--- src/rtl/acumulador_if.sv ---
// Sample/result bundle between the upstream adder and acumulador.
// The adder side drives the master modport; the accumulator takes the slave modport.
interface acumulador_if #(
    parameter int NUM_BITS = 8
);
    logic [NUM_BITS-1:0] S;
    logic                Z;
    logic                N;
    logic                P;
    logic                valid_in;
    logic                ready_out;
    logic                clear;
    logic [NUM_BITS-1:0] acc;
    logic                acc_z;
    logic                acc_n;
    logic                acc_p;
    logic                ovf;
    logic [3:0]          cnt_z;
    logic [3:0]          cnt_n;
    logic [3:0]          cnt_p;
    logic                valid_out;

    modport master (
        output S, Z, N, P, valid_in, clear,
        input  ready_out, acc, acc_z, acc_n, acc_p,
        input  ovf, cnt_z, cnt_n, cnt_p, valid_out
    );

    modport slave (
        input  S, Z, N, P, valid_in, clear,
        output ready_out, acc, acc_z, acc_n, acc_p,
        output ovf, cnt_z, cnt_n, cnt_p, valid_out
    );
endinterface

--- src/rtl/acumulador.sv ---
// Signed running accumulator with result flags, sticky overflow and flag counters.
// Define SATURATE_EN to clamp on overflow instead of wrapping and stopping in HOLD.
module acumulador #(
    parameter int NUM_BITS = 8
) (
    input  logic         clk,
    input  logic         reset,
    acumulador_if.slave  bus
);
    typedef enum logic [1:0] {
        IDLE  = 2'd0,
        ACCUM = 2'd1,
        HOLD  = 2'd2
    } state_t;

    localparam logic [NUM_BITS-1:0] MAXV = {1'b0, {(NUM_BITS-1){1'b1}}};
    localparam logic [NUM_BITS-1:0] MINV = {1'b1, {(NUM_BITS-1){1'b0}}};

    state_t              state_q, state_nxt;
    logic [NUM_BITS-1:0] acc_q, acc_nxt;
    logic                ovf_q, ovf_nxt;
    logic                accz_q, accn_q, accp_q;
    logic [3:0]          cz_q, cn_q, cp_q;
    logic                vout_q;
    logic                ready;
    logic                accept;
    logic [NUM_BITS-1:0] sum;
    logic                ovf_det;

    assign ready   = ~bus.clear & (state_q != HOLD);
    assign accept  = bus.valid_in & ready;
    assign sum     = acc_q + bus.S;
    // Same-sign operands whose result flips sign overflowed.
    assign ovf_det = (acc_q[NUM_BITS-1] == bus.S[NUM_BITS-1]) &&
                     (sum[NUM_BITS-1] != acc_q[NUM_BITS-1]);

    // Next state and next accumulator value for an accepted sample.
    always_comb begin
        state_nxt = state_q;
        acc_nxt   = acc_q;
        ovf_nxt   = ovf_q;
        unique case (state_q)
            IDLE: begin
                if (accept) begin
                    acc_nxt   = bus.S;
                    state_nxt = ACCUM;
                end
            end
            ACCUM: begin
                if (accept) begin
                    acc_nxt = sum;
                    if (ovf_det) begin
                        ovf_nxt = 1'b1;
`ifdef SATURATE_EN
                        acc_nxt = bus.S[NUM_BITS-1] ? MINV : MAXV;
`else
                        state_nxt = HOLD;
`endif
                    end
                end
            end
            HOLD: begin
                state_nxt = HOLD;
            end
            default: begin
                state_nxt = IDLE;
            end
        endcase
    end

    // State, accumulator, flags and counters; reset beats clear beats samples.
    always_ff @(posedge clk) begin
        if (reset || bus.clear) begin
            state_q <= IDLE;
            acc_q   <= '0;
            accz_q  <= 1'b1;
            accn_q  <= 1'b0;
            accp_q  <= 1'b1;
            ovf_q   <= 1'b0;
            cz_q    <= 4'd0;
            cn_q    <= 4'd0;
            cp_q    <= 4'd0;
            vout_q  <= 1'b0;
        end else begin
            state_q <= state_nxt;
            acc_q   <= acc_nxt;
            accz_q  <= (acc_nxt == '0);
            accn_q  <= acc_nxt[NUM_BITS-1];
            accp_q  <= ~acc_nxt[0];
            ovf_q   <= ovf_nxt;
            vout_q  <= accept;
            if (accept && bus.Z && cz_q != 4'd15) cz_q <= cz_q + 4'd1;
            if (accept && bus.N && cn_q != 4'd15) cn_q <= cn_q + 4'd1;
            if (accept && bus.P && cp_q != 4'd15) cp_q <= cp_q + 4'd1;
        end
    end

    assign bus.ready_out = ready;
    assign bus.acc       = acc_q;
    assign bus.acc_z     = accz_q;
    assign bus.acc_n     = accn_q;
    assign bus.acc_p     = accp_q;
    assign bus.ovf       = ovf_q;
    assign bus.cnt_z     = cz_q;
    assign bus.cnt_n     = cn_q;
    assign bus.cnt_p     = cp_q;
    assign bus.valid_out = vout_q;
endmodule

--- src/flat_wrapper.sv ---
// flat-port wrapper written by rule: the top's interface ports become plain ports
module acumulador_flat 
#(
    parameter int NUM_BITS = 8
)
  (clk, reset, bus_S, bus_Z, bus_N, bus_P, bus_valid_in, bus_clear, bus_ready_out, bus_acc, bus_acc_z, bus_acc_n, bus_acc_p, bus_ovf, bus_cnt_z, bus_cnt_n, bus_cnt_p, bus_valid_out);
  acumulador_if #(.NUM_BITS(NUM_BITS)) bus_i ();
  input  logic clk;
  input  logic reset;
  input wire logic [$bits(bus_i.S)-1:0] bus_S;
  input wire logic [$bits(bus_i.Z)-1:0] bus_Z;
  input wire logic [$bits(bus_i.N)-1:0] bus_N;
  input wire logic [$bits(bus_i.P)-1:0] bus_P;
  input wire logic [$bits(bus_i.valid_in)-1:0] bus_valid_in;
  input wire logic [$bits(bus_i.clear)-1:0] bus_clear;
  output wire logic [$bits(bus_i.ready_out)-1:0] bus_ready_out;
  output wire logic [$bits(bus_i.acc)-1:0] bus_acc;
  output wire logic [$bits(bus_i.acc_z)-1:0] bus_acc_z;
  output wire logic [$bits(bus_i.acc_n)-1:0] bus_acc_n;
  output wire logic [$bits(bus_i.acc_p)-1:0] bus_acc_p;
  output wire logic [$bits(bus_i.ovf)-1:0] bus_ovf;
  output wire logic [$bits(bus_i.cnt_z)-1:0] bus_cnt_z;
  output wire logic [$bits(bus_i.cnt_n)-1:0] bus_cnt_n;
  output wire logic [$bits(bus_i.cnt_p)-1:0] bus_cnt_p;
  output wire logic [$bits(bus_i.valid_out)-1:0] bus_valid_out;
  assign bus_i.S = bus_S;
  assign bus_i.Z = bus_Z;
  assign bus_i.N = bus_N;
  assign bus_i.P = bus_P;
  assign bus_i.valid_in = bus_valid_in;
  assign bus_i.clear = bus_clear;
  assign bus_ready_out = bus_i.ready_out;
  assign bus_acc = bus_i.acc;
  assign bus_acc_z = bus_i.acc_z;
  assign bus_acc_n = bus_i.acc_n;
  assign bus_acc_p = bus_i.acc_p;
  assign bus_ovf = bus_i.ovf;
  assign bus_cnt_z = bus_i.cnt_z;
  assign bus_cnt_n = bus_i.cnt_n;
  assign bus_cnt_p = bus_i.cnt_p;
  assign bus_valid_out = bus_i.valid_out;
  acumulador #(.NUM_BITS(NUM_BITS)) u_core (.clk(clk), .reset(reset), .bus(bus_i));
endmodule
--- config.mk ---
export PLATFORM = sky130hd
export DESIGN_NAME = acumulador_flat
export DESIGN_NICKNAME = d
export VERILOG_FILES = /design/src/rtl/acumulador_if.sv /design/src/rtl/acumulador.sv /design/src/flat_wrapper.sv
export SDC_FILE = /design/constraint.sdc
export NUM_CORES = 1
export LEC_CHECK = 0
export BUFFER_PORTS_ARGS = -buffer_cell sky130_fd_sc_hd__buf_4
export CAP_MARGIN = 20
export CORE_MARGIN = 3
export CORE_UTILIZATION = 45
export DETAILED_ROUTE_END_ITERATION = 7
export PLACE_DENSITY = 0.7
export SLEW_MARGIN = 20
export SYNTH_ARGS = -nofsm -noshare
export SYNTH_HDL_FRONTEND = slang
export SYNTH_SLANG_ARGS = --single-unit
--- constraint.sdc ---
create_clock -name clk -period 3.1 [get_ports clk]
set_input_delay 0.62 -clock clk [delete_from_list [all_inputs] [get_ports clk]]
set_output_delay 0.62 -clock clk [all_outputs]
set_load 0.05 [all_outputs]
==> flow_metrics.tcl, run 1 <==
set metrics [dict create \
    peakVddDrop_mv 0.244 \
    crit_start "u_core.bus.acc[0]" \
    ys_ff_latch 26 \
    drt-total-wl_um 3500 \
    rsz0062_at_grt "false" \
    gp_congestion 0.786 \
    power_uw 647 \
    synth_nets 208 \
    crit_end "u_core.bus.acc_z" \
    num_rows 20 \
    r2r_slack_ns 0.81 \
    endpoint_kind "register" \
    r2r-start "u_core.bus.acc[0]" \
    synth_flop_cell "dfxtp_1" \
    reg2reg_depth 9 \
    area_growth_pct 23.0 \
    hold_buffers 0 \
    grt_pass1_vias 1334 \
    cts_tree "yes" \
    cts-root-buf "clkbuf_4" \
    setup_violations 0 \
    crit_arrival_ns 2.57 \
    antenna_found_initial 0 \
    grtUsageMet3_pct 2.81 \
    initial_utilization_pct 48.6 \
    place_ws_ns 0.495 \
    stdcell_count 259 \
    synth_edf_count 0 \
    ys_top_cells_by_area "dfxtp_1 34%, ha_1 11%, nor2_1 8.6%" \
    clkLatencyLatePin_ns 0.33 \
    fin_area_um2 1890 \
    die_area_um2 4140 \
    post_cts_resized 0 \
    cts_buffers 3 \
    synthArstFlopShare_pct 0 \
    cts_setup_buffers 0 \
    clk_pin_slew_worst_paths_ns 0.14 \
    gr-total-overflow 0 \
    gr-usage-met1_pct 20.0 \
    cts_buffer_depth 2 \
    ys_warn_count 0 \
    core_area_um2 3150 \
    final.min_clock_period_ns 2.29 \
    hold_viol 0 \
    crit_fanout 3 \
    crit_required_ns 3.38 \
    grt.busiest_layer "met2" \
    fp.dieW_um 64.4 \
    slew_headroom_pct 59.2 \
    finalClockSkew_ns 0.00693 \
    fin_crit_sh_pct 73.9 \
    io_pins 41 \
    wl_per_cell_um 13.5 \
    fmax_mhz 437 \
    tightest_slew_ns 0.611 \
    cts.sinks 26 \
    fin_util_pct 59.8 \
    place_area_um2 1850 \
    drt_iter0_markers 54 \
    placed_cells 255 \
    slew_violations 0 \
    first_pass_iters 4 \
    layout-drive-gt1-share_pct 24.2 \
    whs_ns 0.438 \
    num-fill-cells 295 \
    groute.usage.overall_pct 17.6 \
    post-dp-hpwl_um 2760 \
    powerDensity_nw_per_um2 343 \
    vias 1404 \
    netlist_instances 179 \
    viasPerCell 5.42 \
    outcome "completed" \
    place.port_buffers 40 \
    synth.distinct_cells 45 \
    hold_class "input port to register" \
    start_kind "register" \
    n_antenna_cell 0 \
    grt_start_max_net_pins 22 \
    ant_nets 0 \
    finalSetupTns_ns 0 \
    leakage_nw 0.808 \
    path_class "register to register" \
    fp.dieH_um 64.4 \
    grt_pass1_wl_um 5780 \
    cap_violations 0 \
    final_nets 245 \
    h-tree-depth 1 \
    timing.final.ws_setup_ns 0.809 \
    avgSynthCellArea_um2 8.56 \
    met2_usage_pct 32.1 \
    drc 0 \
    r2r-end "u_core.bus.acc_z" \
    synth_seq_area_share_pct 34.0 \
    synth_area_um2 1530 \
    yosys.area.top_type "dfxtp_1" \
    synth_top_area_share_pct 34.0 \
]
==> cell families (layout without fill, tap and decap cells) <==
kind of cell,count (synthesis),in the layout,synth area share (%)
muxes,3,3,1.96
DFF,26,26,34.0
AOI/OAI and AO/OA,38,38,19.2
adders and majority gates,14,14,11.9
buffers and inverters,17,53,4.98
and+or+nand+nor,68,68,20.6
xor gates and xnor gates,13,13,7.43
==> how the worst min path moves through the flow <==
stage	from	end	slack (ns)	cells past startpoint
after floorplan	u_core.state_q[0]	u_core.state_q[0]	0.52	1
after CTS	reset	u_core.bus.valid_out	0.43	2
after detailed placement	u_core.bus.ovf	u_core.bus.ovf	0.46	2
after global routing	reset	u_core.bus.valid_out	0.42	2
after global placement	u_core.bus.ovf	u_core.bus.ovf	0.46	2
final	reset	u_core.bus.valid_out	0.44	2
==> state kept, by name, summed over array words and instances, names as in the netlist, 2 cells and up <==
| register | cells |
|---|---|
| u_core.state_q | 2 |
| u_core.bus.cnt_z | 4 |
| u_core.bus.cnt_p | 4 |
| u_core.bus.acc | 7 |
| u_core.bus.cnt_n | 4 |
==> cell usage after synthesis (2+ instances only) <==
| master | instances |
|---|---|
| nor2_1 | 35 |
| dfxtp_1 | 26 |
| a21oi_1 | 13 |
| ha_1 | 13 |
| nand2_1 | 9 |
| inv_1 | 8 |
| xor2_1 | 8 |
| clkbuf_1 | 6 |
| nand3_1 | 6 |
| and3_1 | 5 |
| xnor2_1 | 5 |
| a32o_1 | 4 |
| mux2i_1 | 3 |
| nand4_1 | 3 |
| a21o_1 | 2 |
| nand2b_1 | 2 |
| o21ai_0 | 2 |
| o21ai_1 | 2 |
==> power breakdown <==
group          switching, mW  total (mW)  internal (mW)  leakage, nW
clock network          0.101       0.173         0.0719       0.0210
logic                 0.0770       0.129         0.0521        0.576
registers            0.00504       0.345          0.340        0.210
==> layer usage <==
metal | up-vias | share of wire, %
met5 | - | 0
met4 | 0 | 1.7
met3 | 7 | 3.9
met2 | 37 | 51
met1 | 657 | 43
li1 | 703 | -
==> critical path, cell delays in order (launching register included) <==
cell	delay (ns)
dfxtp_1	0.39
ha_1	0.19
inv_1	0.06
fa_1	0.38
nand2b_1	0.19
a32oi_1	0.24
o2bb2ai_2	0.10
a2111oi_2	0.33
and3_1	0.20
a41o_1	0.16
==> placed cells by master, fill, tap and decap left out, types with 2 or more instances in the layout <==
cell type  netlist  final
a32o_1           4      4
inv_1            8      8
nand4_1          3      3
xnor2_1          5      5
ha_1            13     13
nor2_1          35     35
a21o_1           2      2
and3_1           5      5
nand3_1          6      6
dfxtp_1         26     26
xor2_1           8      8
a21oi_1         13     13
o21ai_0          2      2
mux2i_1          3      3
buf_4            1     41
clkbuf_4         0      3
o21ai_1          2      2
nand2b_1         2      2
nand2_1          9      9
==> area by class of cell <==
class / count / area, µm² / area share, %
Clock buffer: 4 / 36.3 / 1.92
Tap cell: 44 / 55.1 / 2.92
Sequential cell: 26 / 520 / 27.6
Inverter: 8 / 30.0 / 1.59
Timing Repair Buffer: 41 / 308 / 16.3
Multi-Input combinational cell: 136 / 936 / 49.6
No activity file was read; power rests on OpenSTA's default activity.
==> run 2, diff against run 1 <==
Settings changed: ABC_AREA from default to 1, PLACE_DENSITY 0.7 to 0.72.
Clock period 3.1 ns to 2 ns, I/O delays scaled along.
==> run 2 against run 1 <==
Register-to-register slack got worse by 0.61 ns. Via count increased by 17%. Flip-flop and latch count is the same. Clock power rose by 68%. Clock skew fell by 0.0053 ns. Critical path depth rose by 3. Sequential power increased by 57%. Wire length increased by 6.8%. Synthesized cell count up 39%. Combinational power grew 120%. Global-route usage is 0.45 points higher.
==> flow_metrics.tcl, run 2 <==
set metrics [dict create \
    ys_ff_latch 26 \
    post-dp-hpwl_um 3000 \
    groute.usage.overall_pct 18.0 \
    hold_buffers 0 \
    leakage_nw 1.05 \
    synth_flop_cell "dfxtp_1" \
    final_nets 321 \
    met2_usage_pct 31.4 \
    core_area_um2 3470 \
    cts_buffer_depth 2 \
    drt_iter0_markers 94 \
    fp.dieH_um 67.3 \
    slowest_delay_ns 0.36 \
    cts_tree "yes" \
    num-fill-cells 351 \
    grt_start_max_net_pins 14 \
    slew_violations 0 \
    fmax_mhz 555 \
    vias 1648 \
    largest_register_ffs 7 \
    yosys.area.top_type "dfxtp_1" \
    area_growth_pct 24.6 \
    layout.cells.most_common "nand2_1" \
    r2r-start "u_core.state_q[0]" \
    crit_fanout 8 \
    initial_utilization_pct 48.8 \
    die_area_um2 4530 \
    synth_area_um2 1690 \
    hold_viol 0 \
    finalSetupTns_ns 0 \
    synthArstFlopShare_pct 0 \
    synth.distinct_cells 31 \
    clkLatencyLatePin_ns 0.26 \
    synth_edf_count 0 \
    cts_buffers 3 \
    synth.top_cells.by_count "56 x nand2_1, 27 x inv_1, 26 x dfxtp_1" \
    fin_area_um2 2110 \
    fp.dieW_um 67.3 \
    path_class "register to register" \
    ys_top_cells_by_area "dfxtp_1 31%, nand2_1 12%, ha_1 9.6%" \
    ys_warn_count 0 \
    grt_pass1_wl_um 6410 \
    slowest_stage "dfxtp_1" \
    h-tree-depth 1 \
    endpoint_kind "register" \
    place.port_buffers 40 \
    drc 0 \
    cap_violations 0 \
    io_pins 41 \
    crit_arrival_ns 2.01 \
    synth_seq_area_share_pct 30.8 \
    fin_crit_sh_pct 90.1 \
    hold_class "input port to register" \
    powerDensity_nw_per_um2 525 \
    ant_nets 0 \
    antenna_found_initial 0 \
    gp_congestion 0.849 \
    num_rows 21 \
    synth_top_area_share_pct 30.8 \
    grtUsageMet3_pct 2.66 \
    first_pass_iters 4 \
    gr-total-overflow 0 \
    place_area_um2 2040 \
    drt-total-wl_um 3740 \
    wl_per_cell_um 11.1 \
    slew_headroom_pct 71.7 \
    final.min_clock_period_ns 1.80 \
    final_cell_mix "55 x nand2_1, 45 x buf_4, 27 x inv_1, 24 x a21oi_1, 24 x dfxtp_1" \
    rsz0062_at_grt "false" \
    gr-usage-met1_pct 23.5 \
    netlist_instances 249 \
    yosys.cell_count.top_type "nand2_1" \
    tightest_slew_ns 0.424 \
    peakVddDrop_mv 0.402 \
    whs_ns 0.291 \
    grt.busiest_layer "met2" \
    layout-drive-gt1-share_pct 25.2 \
    viasPerCell 4.90 \
    clk_pin_slew_worst_paths_ns 0.09 \
    hp-start "reset" \
    n_antenna_cell 0 \
    outcome "completed" \
    finalClockSkew_ns 0.00160 \
    grt_pass1_vias 1480 \
    avgSynthCellArea_um2 6.79 \
    synth_nets 278 \
    cts.sinks 26 \
    cts-root-buf "clkbuf_8" \
    start_kind "register" \
    crit_required_ns 2.21 \
    setup_violations 0 \
    crit_top_cell "nand2_1" \
    crit_start "u_core.state_q[0]" \
    path_cells "inv_1 > ha_1 > nor2_4 > nand2_4 > buf_4 > o21ai_1 > nand3_2 > nor2_2 > nand2_1 > nor2_1 > nand3_1 > nand2_1" \
]
-- run 2: final timing paths --
path                          end  cells after the start  slack (ns)
min reg2reg        u_core.bus.ovf                      1        0.48
max              u_core.bus.acc_z                     12        0.20
max reg2reg      u_core.bus.acc_z                     12        0.20
min          u_core.bus.valid_out                      2        0.29
-- run 2: area by class of cell --
type                            count  area (µm²)  share of cell area, %
Clock buffer                        3        41.3                   1.96
Inverter                           33         125                   5.93
Tap cell                           46        57.6                   2.73
Sequential cell                    26         523                   24.8
Timing Repair Buffer               45         338                   16.0
Multi-Input combinational cell    183        1020                   48.5
-- run 2: cell families (layout without fill, tap and decap cells) --
family                     count (synthesis)  count (layout)  share of synthesized area [%]
AOI/OAI and AO/OA                         44              44                           14.3
DFF                                       26              26                           30.8
adders and majority gates                 14              14                           10.8
buffers and inverters                     40              81                           10.1
and+or+nand+nor                          125             125                           34.1
-- run 2: report_power, final --
part	internal, mW	switching (mW)
clock network	0.135	0.155
logic	0.102	0.176
registers	0.530	0.00999
-- run 2: critical path: cells and delay by family, from the launching register on --
kind,cells,cell delay (ns)
simple gates,8,0.74
flops,1,0.36
buf+inv,2,0.24
fa+ha+maj,1,0.22
compound gates,1,0.17
-- run 2: repair_timing --
action | CTS | global route
gates resized for setup | 0 | 7
setup buffers | 0 | 0
setup endpoints to repair | 0 | 5
-- run 2: through the flow --
step                      power (mW)  instances  setup slack (ns)  util [%]
after floorplan                0.744        249            0.0252         -
after global placement         0.824        333            0.0589      58.9
after detailed placement       0.826        333            0.0240      58.9
after CTS                       1.11        336             0.133      60.1
after global routing            1.17        336           0.00164      60.8
final                           1.11        336             0.199      60.8
-- run 2: layer usage --
metal  part of all wire, %  wire (µm)  vias up
met1                    48       1790      727
met5                     0          0        -
met3                   4.2        156        2
met4                  0.45         17        0
met2                    47       1770       30
li1                      -          -      889
